### src/rtl/tcdm_adapter_pkg.sv
// Shared types and sizing helpers for the TCDM master adapter and its response path.
// The request struct describes the default-width request word that travels to the interconnect.
package tcdm_adapter_pkg;

  localparam int unsigned DefAddrWidth = 32;
  localparam int unsigned DefDataWidth = 32;

  typedef struct packed {
    logic [DefAddrWidth-1:0]   addr;
    logic                      write;
    logic [DefDataWidth-1:0]   wdata;
    logic [DefDataWidth/8-1:0] be;
  } tcdm_req_t;

  // Width of a counter that must hold 0..max_outstanding inclusive.
  function automatic int unsigned credit_width(input int unsigned max_outstanding);
    return $clog2(max_outstanding + 1);
  endfunction

endpackage

### src/rtl/tcdm_master_adapter_chk.sv
// Property checker for the adapter: credit bound, response FIFO overflow and
// request stability while waiting for a grant.
module tcdm_master_adapter_chk #(
  parameter int unsigned CntWidth       = 3,
  parameter int unsigned MaxOutstanding = 4,
  parameter int unsigned ReqWidth       = 1
) (
  input logic                clk_i,
  input logic                rst_i,
  input logic [CntWidth-1:0] credit,
  input logic                fifo_push,
  input logic                fifo_full,
  input logic                fifo_pop,
  input logic                req,
  input logic                gnt,
  input logic [ReqWidth-1:0] req_fields
);

  credit_bound: assert property (@(posedge clk_i) disable iff (rst_i)
    credit <= CntWidth'(MaxOutstanding));

  no_fifo_overflow: assert property (@(posedge clk_i) disable iff (rst_i)
    !(fifo_push && fifo_full && !fifo_pop));

  req_stable: assert property (@(posedge clk_i) disable iff (rst_i)
    (req && !gnt) |=> $stable(req_fields));

endmodule

### src/rtl/tcdm_resp_fifo.sv
// Synchronous-reset response FIFO. A push into a full FIFO is accepted
// only when a pop frees a slot in the same cycle.
module tcdm_resp_fifo
  import tcdm_adapter_pkg::*;
#(
  parameter int unsigned Depth = 4,
  parameter int unsigned Width = 32
) (
  input  logic             clk_i,
  input  logic             rst_i,
  input  logic             push_i,
  input  logic [Width-1:0] data_i,
  input  logic             pop_i,
  output logic [Width-1:0] data_o,
  output logic             full_o,
  output logic             empty_o
);

  localparam int unsigned PtrWidth = (Depth > 1) ? $clog2(Depth) : 1;
  localparam int unsigned CntWidth = credit_width(Depth);

  logic [Width-1:0]    mem_r [Depth];
  logic [PtrWidth-1:0] wr_ptr_r;
  logic [PtrWidth-1:0] rd_ptr_r;
  logic [CntWidth-1:0] count_r;
  logic                push_s;
  logic                pop_s;

  function automatic logic [PtrWidth-1:0] next_ptr(input logic [PtrWidth-1:0] ptr);
    return (ptr == PtrWidth'(Depth - 1)) ? {PtrWidth{1'b0}} : ptr + PtrWidth'(1);
  endfunction

  assign full_o  = (count_r == CntWidth'(Depth));
  assign empty_o = (count_r == {CntWidth{1'b0}});
  assign pop_s   = pop_i && !empty_o;
  assign push_s  = push_i && (!full_o || pop_s);
  assign data_o  = mem_r[rd_ptr_r];

  // Storage array, written on every accepted push.
  always_ff @(posedge clk_i) begin
    if (push_s) begin
      mem_r[wr_ptr_r] <= data_i;
    end
  end

  // Pointer and occupancy bookkeeping.
  always_ff @(posedge clk_i) begin
    if (rst_i) begin
      wr_ptr_r <= {PtrWidth{1'b0}};
      rd_ptr_r <= {PtrWidth{1'b0}};
      count_r  <= {CntWidth{1'b0}};
    end else begin
      if (push_s) begin
        wr_ptr_r <= next_ptr(wr_ptr_r);
      end
      if (pop_s) begin
        rd_ptr_r <= next_ptr(rd_ptr_r);
      end
      if (push_s && !pop_s) begin
        count_r <= count_r + CntWidth'(1);
      end else if (pop_s && !push_s) begin
        count_r <= count_r - CntWidth'(1);
      end
    end
  end

endmodule

### src/rtl/tcdm_master_adapter.sv
// Per-master TCDM front end: core valid/ready requests become held req/gnt
// transactions, credits bound outstanding work, responses are buffered.
module tcdm_master_adapter
  import tcdm_adapter_pkg::*;
#(
  parameter int unsigned AddrWidth      = 32,
  parameter int unsigned DataWidth      = 32,
  parameter int unsigned BeWidth        = DataWidth / 8,
  parameter int unsigned MaxOutstanding = 4,
  parameter bit          WriteRespOn    = 1'b1
) (
  input  logic                 clk_i,
  input  logic                 rst_i,
  input  logic                 q_valid_i,
  output logic                 q_ready_o,
  input  logic [AddrWidth-1:0] q_addr_i,
  input  logic                 q_write_i,
  input  logic [DataWidth-1:0] q_wdata_i,
  input  logic [BeWidth-1:0]   q_be_i,
  output logic                 p_valid_o,
  input  logic                 p_ready_i,
  output logic [DataWidth-1:0] p_rdata_o,
  output logic                 req_o,
  output logic [AddrWidth-1:0] add_o,
  output logic                 wen_o,
  output logic [DataWidth-1:0] wdata_o,
  output logic [BeWidth-1:0]   be_o,
  input  logic                 gnt_i,
  input  logic                 vld_i,
  input  logic [DataWidth-1:0] rdata_i,
  output logic                 drop_o
);

  localparam int unsigned CntWidth = credit_width(MaxOutstanding);

  typedef struct packed {
    logic [AddrWidth-1:0] addr;
    logic                 write;
    logic [DataWidth-1:0] wdata;
    logic [BeWidth-1:0]   be;
  } req_t;

  req_t                req_r;
  logic                req_valid_r;
  logic [CntWidth-1:0] credit_r;
  logic [CntWidth-1:0] credit_d_s;
  logic [CntWidth-1:0] infl_r;
  logic [CntWidth-1:0] infl_d_s;
  logic                drop_r;
  logic                accept_s;
  logic                grant_s;
  logic                wr_release_s;
  logic                infl_inc_s;
  logic                beat_ok_s;
  logic                pop_s;
  logic                fifo_full_s;
  logic                fifo_empty_s;

  assign grant_s      = req_valid_r && gnt_i;
  // Without write responses a store is finished once the interconnect takes it.
  assign wr_release_s = grant_s && req_r.write && !WriteRespOn;
  assign infl_inc_s   = grant_s && !wr_release_s;
  assign pop_s        = !fifo_empty_s && p_ready_i;
  assign beat_ok_s    = vld_i && (infl_r != {CntWidth{1'b0}});

  // A credit freed by this cycle's pop or write release is reusable immediately.
  assign q_ready_o = !rst_i
                  && ((credit_r < CntWidth'(MaxOutstanding)) || pop_s || wr_release_s)
                  && (!req_valid_r || gnt_i);
  assign accept_s  = q_valid_i && q_ready_o;

  assign req_o     = req_valid_r;
  assign add_o     = req_r.addr;
  assign wen_o     = req_r.write;
  assign wdata_o   = req_r.wdata;
  assign be_o      = req_r.be;
  assign p_valid_o = !fifo_empty_s;
  assign drop_o    = drop_r;

  // Next credit and in-flight counts from this cycle's events.
  always_comb begin
    credit_d_s = credit_r;
    infl_d_s   = infl_r;
    if (accept_s) begin
      credit_d_s = credit_d_s + CntWidth'(1);
    end else begin
      credit_d_s = credit_d_s;
    end
    if (pop_s) begin
      credit_d_s = credit_d_s - CntWidth'(1);
    end else begin
      credit_d_s = credit_d_s;
    end
    if (wr_release_s) begin
      credit_d_s = credit_d_s - CntWidth'(1);
    end else begin
      credit_d_s = credit_d_s;
    end
    if (infl_inc_s) begin
      infl_d_s = infl_d_s + CntWidth'(1);
    end else begin
      infl_d_s = infl_d_s;
    end
    if (beat_ok_s) begin
      infl_d_s = infl_d_s - CntWidth'(1);
    end else begin
      infl_d_s = infl_d_s;
    end
  end

  // Request register: load on core accept, release on grant.
  always_ff @(posedge clk_i) begin
    if (rst_i) begin
      req_valid_r <= 1'b0;
      req_r       <= '0;
    end else if (accept_s) begin
      req_valid_r <= 1'b1;
      req_r       <= '{addr: q_addr_i, write: q_write_i, wdata: q_wdata_i, be: q_be_i};
    end else if (grant_s) begin
      req_valid_r <= 1'b0;
    end
  end

  // Credit, in-flight and drop-pulse registers.
  always_ff @(posedge clk_i) begin
    if (rst_i) begin
      credit_r <= {CntWidth{1'b0}};
      infl_r   <= {CntWidth{1'b0}};
      drop_r   <= 1'b0;
    end else begin
      credit_r <= credit_d_s;
      infl_r   <= infl_d_s;
      drop_r   <= vld_i && (infl_r == {CntWidth{1'b0}});
    end
  end

  tcdm_resp_fifo #(
    .Depth (MaxOutstanding),
    .Width (DataWidth)
  ) i_resp_fifo (
    .clk_i   (clk_i),
    .rst_i   (rst_i),
    .push_i  (beat_ok_s),
    .data_i  (rdata_i),
    .pop_i   (p_ready_i),
    .data_o  (p_rdata_o),
    .full_o  (fifo_full_s),
    .empty_o (fifo_empty_s)
  );

  tcdm_master_adapter_chk #(
    .CntWidth       (CntWidth),
    .MaxOutstanding (MaxOutstanding),
    .ReqWidth       ($bits(req_t))
  ) i_chk (
    .clk_i      (clk_i),
    .rst_i      (rst_i),
    .credit     (credit_r),
    .fifo_push  (beat_ok_s),
    .fifo_full  (fifo_full_s),
    .fifo_pop   (pop_s),
    .req        (req_valid_r),
    .gnt        (gnt_i),
    .req_fields (req_r)
  );

endmodule

### config.mk
export PLATFORM = sky130hd
export DESIGN_NAME = tcdm_master_adapter
export DESIGN_NICKNAME = d
export VERILOG_FILES = /design/src/rtl/tcdm_adapter_pkg.sv /design/src/rtl/tcdm_master_adapter_chk.sv /design/src/rtl/tcdm_resp_fifo.sv /design/src/rtl/tcdm_master_adapter.sv
export SDC_FILE = /design/constraint.sdc
export NUM_CORES = 1
export LEC_CHECK = 0
export BUFFER_PORTS_ARGS = -buffer_cell sky130_fd_sc_hd__buf_2
export CORE_MARGIN = 5
export CORE_UTILIZATION = 35
export DETAILED_ROUTE_END_ITERATION = 10
export GPL_TIMING_DRIVEN = 1
export PLACE_DENSITY = 0.63
export SETUP_SLACK_MARGIN = 0.3
export SLEW_MARGIN = 20
export SYNTH_ARGS = -nofsm -noshare
export SYNTH_HDL_FRONTEND = slang
export SYNTH_HIERARCHICAL = 1
export SYNTH_SLANG_ARGS = --single-unit
### constraint.sdc
create_clock -name clk_i -period 2.4 [get_ports clk_i]
set_clock_uncertainty 0.15 [all_clocks]
set_input_delay 0.24 -clock clk_i [delete_from_list [all_inputs] [get_ports clk_i]]
set_output_delay 0.24 -clock clk_i [all_outputs]
set_load 0.01 [all_outputs]
# Yosys cells after proc, flatten, opt, wreduce, memory -nomap -nowiden
# Memories as Yosys holds them, arrays and structs flattened. A register that Yosys moved wholly into a read port is not among the register bits.
# Cells that the tools add are included.
# totals
regBits,84
mem_bits_rw,128
input_bits,107
out_inout_bits,105
elab_cells,62
n_memories,1
# op_classes
addsub,8
magnitude_cmp,1
eq_ne,3
muxes,14
n_reduce_logical,24
# memory_table
memory,depth,word_bits,read_ports,rd_ports_with_merged_regs,wr,line_no,text
i_resp_fifo.mem_r,4,32,1,1,1,tcdm_resp_fifo.sv:22,logic [Width-1:0] mem_r [Depth];
# op_table
cell,count
3-bit 2-to-1 mux,6
1-bit logical AND,10
"3-bit by 1-bit adder with 3-bit output, second input constant",3
"3-bit by 1-bit subtractor with 3-bit output, second input constant",3
2-bit 2-to-1 mux,4
1-bit logical NOT,6
3-bit logical NOT,2
"2-bit by 1-bit adder with 2-bit output, second input constant",2
"2-bit == test, second input constant",2
1-bit 2-to-1 mux,4
2-bit nonzero test,2
"3-bit == test, second input constant",1
1-bit logical OR,3
"3-bit less-than comparator, second input constant",1
3-bit nonzero test,1

# Logic depth before layout (Yosys ltp)
# Gate-level depths: netlist of the first run.
# depth
ltp_word,10
mapped_depth,12
mapped_depth_nobuf,12

# By module
# The synthesis of the first run kept the hierarchy.
# modules_own_cells
module,instances,cells_per_inst,area_per_inst_um2,seq_area_each_um2
tcdm_resp_fifo,1,214,5082.4,4023.9
tcdm_master_adapter,1,276,2945.3,1541.5

# Worst setup path after synthesis of the first run
# No wires, ideal clock.
# synth_path
path_kind,register to register
startpoint,reg infl_r[0]
endpoint,reg i_resp_fifo.count_r[2]
setup_ps,71
t_arrival_ps,2190
required_ps,2179
path_slack_ps,-11
path_stages_with_launch,13
n_path_buf,0
synth_period_minus_slack_ps,2411
path_cell_list,dfxtp_1 -> inv_2 -> ha_1 -> nand2b_1 -> nand2_1 -> inv_1 -> and2_4 -> ha_1 -> inv_1 -> fa_1 -> xor2_1 -> or3_1 -> a21oi_1
# synth_via
elab_chain_cells,6
elab_cells_between_ends,8
cone_classes,mux (1); reduce/logical (7)
# synth_lines
element,line_no,text
start: declaration,tcdm_master_adapter.sv:47,logic [CntWidth-1:0] infl_r;
start signal: assignment,tcdm_master_adapter.sv:128,infl_r <= {CntWidth{1'b0}};
start signal: assignment,tcdm_master_adapter.sv:132,infl_r <= infl_d_s;
3-bit nonzero test *,tcdm_master_adapter.sv:64,assign beat_ok_s = vld_i && (infl_r != {CntWidth{1'b0}});
1-bit logical AND *,tcdm_master_adapter.sv:64,
net beat_ok_s,tcdm_master_adapter.sv:54,logic beat_ok_s;
1-bit logical AND *,tcdm_resp_fifo.sv:36,assign push_s = push_i && (!full_o || pop_s);
net i_resp_fifo.push_s,tcdm_resp_fifo.sv:26,logic push_s;
1-bit logical NOT,tcdm_resp_fifo.sv:61,end else if (pop_s && !push_s) begin
1-bit logical AND,tcdm_resp_fifo.sv:61,
2-bit nonzero test (no line),n/a,
end signal: assignment,tcdm_resp_fifo.sv:51,count_r <= {CntWidth{1'b0}};
end signal: assignment,tcdm_resp_fifo.sv:60,count_r <= count_r + CntWidth'(1);
end signal: assignment,tcdm_resp_fifo.sv:62,count_r <= count_r - CntWidth'(1);
end: declaration,tcdm_resp_fifo.sv:25,logic [CntWidth-1:0] count_r;
# Mark *: on every way through the listed nets, which the timed path passes. The rest lies on a longest branch.
# A chain may end at the register's enable or synchronous reset.

# Worst setup path after layout of the first run
# layout_path
startpoint,reg i_resp_fifo.count_r[0]
endpoint,reg credit_r[2]
# layout_via
elab_chain_cells,10
# layout_lines
element,line_no,text
3-bit logical NOT *,tcdm_resp_fifo.sv:34,assign empty_o = (count_r == {CntWidth{1'b0}});
net fifo_empty_s,tcdm_master_adapter.sv:57,logic fifo_empty_s;
1-bit logical NOT *,tcdm_master_adapter.sv:63,assign pop_s = !fifo_empty_s && p_ready_i;
1-bit logical AND *,tcdm_master_adapter.sv:63,
1-bit logical OR,tcdm_master_adapter.sv:68,&& ((credit_r < CntWidth'(MaxOutstanding)) || pop_s || wr_release_s)
1-bit logical AND,tcdm_master_adapter.sv:68,
1-bit logical AND,tcdm_master_adapter.sv:69,&& (!req_valid_r || gnt_i);
1-bit logical AND,tcdm_master_adapter.sv:70,assign accept_s = q_valid_i && q_ready_o;
3-bit 2-to-1 mux,tcdm_master_adapter.sv:84,if (accept_s) begin
3-bit by 1-bit subtractor with 3-bit output,tcdm_master_adapter.sv:90,credit_d_s = credit_d_s - CntWidth'(1);
3-bit 2-to-1 mux *,tcdm_master_adapter.sv:89,if (pop_s) begin
end signal: assignment,tcdm_master_adapter.sv:127,credit_r <= {CntWidth{1'b0}};
end signal: assignment,tcdm_master_adapter.sv:131,credit_r <= credit_d_s;
end: declaration,tcdm_master_adapter.sv:45,logic [CntWidth-1:0] credit_r;
# Marks and branches as above.

==> metrics.md, run 1 <==
| Metric | Value |
|---|---|
| Status | finished clean |
| Clk_lat worst skew | 490 ps |
| Gpl congestion | 0.717 |
| R2R Setup Slk | 80 ps |
| Internal power | around 0.0083 W |
| RSZ-0062 raised after global routing | true |
| HPWL Detailed | 10600 µm |
| Reg2reg end | credit_r[2] |
| Placed Area | 9450 µm² |
| Endpoints failing hold | 0 |
| Tot GR Track Use | 14.0% |
| Die W | 161 µm |
| Syn Inst Count | between 400 and 500 |
| Crit path DAT | 2510 ps |
| Clock tree sinks | approximately 210 |
| Fmax | 431 MHz |
| Bufs on Longest Clock Path | 3 |
| Multi-input logic area | 2380 µm² |
| Endpoints failing setup | 0 |
| P&R area growth vs syn | 48.6% |
| Via count | 5324 |
| Clk root buf | clkbuf_16 |
| Syn Std Cell Area | between 8000 and 9000 µm² |
| Clk pin slew, worst setup/hold paths | 60 ps |
| Total routed wirelength | 19800 µm |
| Pre-Repair DR Iteration Count | 6 |
| Reg area | 5580 µm² |
| Largest net degree at the start of global routing | 89 |
| Antenna Nets Post-Route | 0 |
| Layout cells sized above 1 | 41.3% |
| # nets final | 962 |
| Max Transition Viols Final | 0 |
| Clk pwr share | 29.9% |
| WHS | around 36 ps |
| CTS tree | yes |
| Max_slew headroom | 38.2% |
| Pwr per Cell Area | 955 nW/µm² |
| Leak pwr | 4.76 nW |
| Switching component of the power | approximately 0.0031 W |
| TritonCTS Buffers | 24 |
| Via/cell ratio | approximately 4.6 |
| Placed cells | 968 |
| Avg Cell Area, Syn | 16.4 µm² |
| I/O Pins | 212 |
| Critical path peak fanout | 5 |
| Core ar. | 22600 µm² |
| Critical Path RT | 2590 ps |
| I/O Buffers | 211 |
| Sequential power share | 40.5% |
| Syn. warnings | 6 |
| Die Footprint | 26000 µm² |
| RR Startpoint | i_resp_fifo/count_r[0] |
| Max Cap Violations | 0 |
| Hold Path Class | in -> reg |
| Vias in the first global route | 5689 |
| Post-Layout Cell Count | 1145 |
| DRC violations left | 0 |
| Slew @ Worst Pin | 927 ps |
| Sw Ratio | a little over a quarter |
| Crit path time final | between 2000 and 2500 ps |
| Remaining Overflow, GRT | 0 |
| H-Tree Depth | 1 |
| Wire length per cell | 17.3 µm |
| Critical Path Source Type | flop |
| R2r worst-path depth | 10 |
| Initial DRC count | 207 |
| Fill cells | 1837 |
| Hold endpoint | credit_r[1] |
| Syn_nets | 608 |
| Rows | 55 |
| Fin crit share | 96.6% |
| Initial Util | 35.5% |
| Critical path class | reg -> reg |
| Die Y | 161 µm |
| Global-route wire length before repair | 29700 µm |
| Worst Hold Depth | 4 |
| Setup crit end kind | flop |
| Fin area | 11900 µm² |
| Initial antenna violation count | 0 |
| Hold path start | p_ready_i |
| VDD IR max | 502 µV |
| Diode count | 0 |
| Comb power frac | between 20% and 30% |
==> area by class of cell <==
type	count	area share (%)
flip-flops and latches	214	46.8
clock inverters	9	0.430
clock buffers	34	5.83
well taps	285	2.99
multi-input cells	242	20.0
repair buffers	353	23.6
inverters	8	0.273
==> registers in the layout (all words and copies together) (netlist names), named ones only <==
register              cells
i_resp_fifo/mem_r       128
add_o                    32
wdata_o                  32
be_o                      4
credit_r                  3
i_resp_fifo/count_r       3
infl_r                    3
i_resp_fifo/rd_ptr_r      2
i_resp_fifo/wr_ptr_r      2
drop_o                    1
req_o                     1
wen_o                     1
==> power by group through the flow <==
| stage | clock (W) | sequential (W) | combinational (W) |
|---|---|---|---|
| 4_1_cts | 0.00352 | 0.00460 | 0.00295 |
| 3_3_place_gp | 0 | 0.00464 | 0.00247 |
| 2_1_floorplan | 0 | 0.00466 | 0.00164 |
| 3_5_place_dp | 0 | 0.00465 | 0.00250 |
| 6_report | 0.00341 | 0.00461 | 0.00336 |
| 5_1_grt | 0.00370 | 0.00465 | 0.00364 |
==> worst max-delay path by stage <==
stage	slack, ps	to	from	cells past startpoint
floorplan	150	credit_r[2]	i_resp_fifo/count_r[0]	10
global placement	80	credit_r[2]	i_resp_fifo/count_r[1]	9
detailed placement	50	i_resp_fifo/count_r[2]	infl_r[0]	12
CTS	130	credit_r[2]	i_resp_fifo/count_r[0]	10
global route	-50	credit_r[2]	i_resp_fifo/count_r[0]	10
finish	80	credit_r[2]	i_resp_fifo/count_r[0]	10
==> what timing repair did <==
action	CTS	global route
pin swaps	9	9
buffers inserted	13	6
cloned	3	10
hold endpoints to repair	201	0
resized for setup	19	34
endpoints found under the setup margin	234	89
hold buffers	102	0
==> layout by cell type, fill, tap and decap left out, types with 3 or more instances in the layout <==
cell type and instances:
nor2_1 78, ha_1 8, inv_2 3, xnor2_1 5
buf_2 189, xor2_1 3, mux2i_1 68, dfxtp_4 3
buf_4 21, buf_6 23, clkbuf_16 34, dfxtp_2 4
mux2i_2 4, o31ai_2 3, and3_4 4, clkbuf_2 3
dlygate4sd3_1 102, nand3_1 3, clkbuf_1 4, inv_1 3
mux4_2 32, clkinv_1 3, ha_4 3, clkinv_2 4
edfxtp_1 128, buf_16 5, dfxtp_1 79, buf_12 4
a21oi_1 3
==> worst max-delay path, stage by stage (launching register included) <==
cell       delay, ps
dfxtp_4          380
nor3_4            50
nand2b_4         140
a2111oi_4        280
buf_4            200
mux2i_4          270
ha_4             150
nand3b_1          80
xnor2_1          220
and3_1           190
nor3_1            40
==> metrics by stage <==
stage          setup TNS, ps  worst slack (ps)  total power [W]  util, %
6_report                   0              81.3           0.0114     52.8
3_5_place_dp               0              49.1          0.00715     41.8
5_1_grt                -46.4             -46.4           0.0120     52.8
2_1_floorplan              0               152          0.00630        -
4_1_cts                    0               131           0.0111     50.9
3_3_place_gp               0              80.2          0.00712     41.8
==> layer usage <==
metal	part of all wire (%)	vias up	GRT usage [%]
li1	-	2534	-
met1	42	2573	17.3
met2	49	188	23.8
met3	7.9	29	4.62
met4	1.7	0	3.68
met5	0	-	0
Note: power is estimated with default switching activity, not from simulation.
==> inputs of run 2 (changes only) <==
Settings changed: BUFFER_PORTS_ARGS -buffer_cell sky130_fd_sc_hd__buf_2 to -buffer_cell sky130_fd_sc_hd__buf_4, CELL_PAD_IN_SITES_DETAIL_PLACEMENT from default to 1, CELL_PAD_IN_SITES_GLOBAL_PLACEMENT from default to 2, CORE_UTILIZATION 35 to 33, PLACE_DENSITY 0.63 to 0.8, SKIP_CTS_REPAIR_TIMING from default to 1.
==> run 2 against run 1 <==
Against the previous run:
- critical path depth is the same
- via count grew 4.2%
- sequential share of layout area fell by 2.6 points
- critical endpoint unchanged
- critical path type unchanged
- clock power up 6.7%
- largest power group unchanged
==> metrics.md, run 2 (synthesis gave the netlist of run 1 again) <==
| Metric | Value |
|---|---|
| Status | finished clean (unchanged) |
| CP Depth | 10 (unchanged) |
| Hold Path Class | in -> reg (unchanged) |
| GRT busiest layer | met2 (unchanged) |
| Global-route wire length before repair | 31100 µm (was 29700 µm) |
| RR Startpoint | i_resp_fifo/count_r[0] (unchanged) |
| Clk root buf | clkbuf_16 (unchanged) |
| Critical path peak fanout | 5 (unchanged) |
| Die W | 166 µm (was 161 µm) |
| Via count | 5546 (was 5324) |
| Clk pin slew, worst setup/hold paths | 60 ps (about the same) |
| Endpoints failing setup | 0 (unchanged) |
| Antenna Nets Post-Route | 0 (unchanged) |
| Largest net degree at the start of global routing | 89 (unchanged) |
| Leak pwr | 4.94 nW (was 4.76 nW) |
| DP Worst Slack | -40.8 ps (was 49.1 ps) |
| Vias in the first global route | 5553 (was 5689) |
| Most frequent cells in the layout | 195 x buf_4, 128 x edfxtp_1, 103 x dlygate4sd3_1 (was 189 x buf_2, 128 x edfxtp_1, 102 x dlygate4sd3_1) |
| Remaining Overflow, GRT | 0 (unchanged) |
| Bufs on Longest Clock Path | 3 (unchanged) |
| Pwr per Cell Area | 952 nW/µm² (was 955 nW/µm²) |
| Total routed wirelength | 24000 µm (was 19800 µm) |
| Tot GR Track Use | 13.8% (was 14.0%) |
| Critical Path Source Type | flop (unchanged) |
| HPWL Detailed | 13300 µm (was 10600 µm) |
| Clock tree sinks | 214 (unchanged) |
| Initial antenna violation count | 0 (unchanged) |
| Max reg flops | 128 (unchanged) |
| Critical path class | reg -> reg (unchanged) |
| Max Cap Violations | 0 (unchanged) |
| Slack of the critical path | 21.5 ps (was 81.3 ps) |
| Clk_lat worst skew | 500 ps (was 490 ps) |
| Die Footprint | 27500 µm² (was 26000 µm²) |
| Placed Area | 10000 µm² (was 9450 µm²) |
| Hold path start | p_ready_i (unchanged) |
| R2r worst-path depth | 10 (unchanged) |
| Hold endpoint | credit_r[1] (unchanged) |
| Crit path time final | 2380 ps (was 2320 ps) |
| TNS Setup | 0 ps (unchanged) |
| Fin crit share | 99.1% (was 96.6%) |
| I/O Pins | 212 (unchanged) |
| Slowest stage delay, CP | 400 ps (was 380 ps) |
| Reg2reg end | credit_r[2] (unchanged) |
| Die Y | 166 µm (was 161 µm) |
| Max Transition Viols Final | 0 (unchanged) |
| Initial DRC count | 216 (was 207) |
| I/O Buffers | 211 (unchanged) |
| Largest Register | i_resp_fifo/mem_r (unchanged) |
| Cells along the critical path | nor3_4 -> nand2b_4 -> a2111oi_4 -> buf_4 -> mux2i_4 -> ha_4 -> nand3b_1 -> xnor2_2 -> a21oi_1 -> nor3_2 (was nor3_4 -> nand2b_4 -> a2111oi_4 -> buf_4 -> mux2i_4 -> ha_4 -> nand3b_1 -> xnor2_1 -> and3_1 -> nor3_1) |
| Initial Util | 33.3% (was 35.5%) |
| Layout cells sized above 1 | 42.2% (was 41.3%) |
| # nets final | 969 (was 962) |
| P&R area growth vs syn | 57.5% (was 48.6%) |
| Core Util, Final | 52.4% (was 52.8%) |
| H-Tree Depth | 1 (unchanged) |
| Rows | 57 (was 55) |
| Buffers and inverters on the worst path | 1 (unchanged) |
| DRC violations left | 0 (unchanged) |
| Core ar. | 24100 µm² (was 22600 µm²) |
| Critical Path RT | 2600 ps (was 2590 ps) |
| CP delay by family, top | compound AO/OA/AOI/OAI gates (was simple AND/OR/NAND/NOR gates) |
| Via/cell ratio | 4.66 (was 4.65) |
| Worst Hold Depth | 4 (unchanged) |
| Most common cell after layout, fill and taps aside | buf_4 (was buf_2) |
| Fmax | 420 MHz (was 431 MHz) |
| Crit path DAT | 2580 ps (was 2510 ps) |
| M2 GR Usage | 23.4% (was 23.8%) |
| Met3 Use GR | 6.36% (was 4.62%) |
| Diode count | 0 (unchanged) |
| Wire length per cell | 20.1 µm (was 17.3 µm) |
| TritonCTS Buffers | 24 (unchanged) |
| Slowest stage cell, crit path | dfxtp_4 (unchanged) |
| Fin area | 12600 µm² (was 11900 µm²) |
| CTS tree | yes (unchanged) |
| Setup crit end kind | flop (unchanged) |
| R2R Setup Slk | 20 ps (was 80 ps) |
| RSZ-0062 raised after global routing | true (unchanged) |
| Global Route met1 Usage | 16.4% (was 17.3%) |
| Gpl congestion | 0.749 (was 0.717) |
| Max_slew headroom | 36.6% (was 38.2%) |
| Endpoints failing hold | 0 (unchanged) |
| VDD IR max | 652 µV (was 502 µV) |
| Slew @ Worst Pin | 951 ps (was 927 ps) |
| Pre-Repair DR Iteration Count | 4 (was 6) |
-- run 2: worst max path at each step --
stage                     slack (ps)                      to                    from
final                             20             credit_r[2]  i_resp_fifo/count_r[0]
after global routing             -90             credit_r[2]  i_resp_fifo/count_r[0]
after CTS                       -100           p_rdata_o[22]                    flop
after detailed placement         -40  i_resp_fifo/count_r[2]               infl_r[0]
after global placement           100  i_resp_fifo/count_r[2]               infl_r[0]
after floorplan                  150             credit_r[2]  i_resp_fifo/count_r[0]
-- run 2: layout make-up --
cell class | count | area [µm²]
Inverter | 8 | 35.0
Fill cell | 2392 | 11500
Clock inverter | 10 | 106
Tap cell | 324 | 405
Multi-Input combinational cell | 242 | 2410
Clock buffer | 33 | 688
Sequential cell | 214 | 5580
Timing Repair Buffer | 360 | 3400
-- run 2: power by group --
| part | total [W] | internal [W] | switching [W] |
|---|---|---|---|
| clock | 0.00364 | 0.00222 | 0.00142 |
| combinational | 0.00374 | 0.00212 | 0.00161 |
| sequential | 0.00466 | 0.00440 | 0.000258 |
-- run 2: per-layer routing --
| layer | vias up | share of wire (%) |
|---|---|---|
| met1 | 2766 | 40 |
| met2 | 215 | 51 |
| met3 | 20 | 7.8 |
| met4 | 0 | 0.98 |
| li1 | 2545 | - |
| met5 | - | 0 |
-- run 2: tightest hold or removal path: cells and delay by family --
family / cells / cell delay (ps)
compound gates: 1 / 40
buf+inv: 2 / 260
simple gates: 1 / 80
-- run 2: stage by stage --
stage	std cells	total power, W	hold WS (ps)
after CTS	1051	0.0112	-235
after floorplan	489	0.00630	189
after detailed placement	1008	0.00751	294
final	1191	0.0120	24.0
after global placement	1008	0.00736	289
after global routing	1191	0.0126	18.3
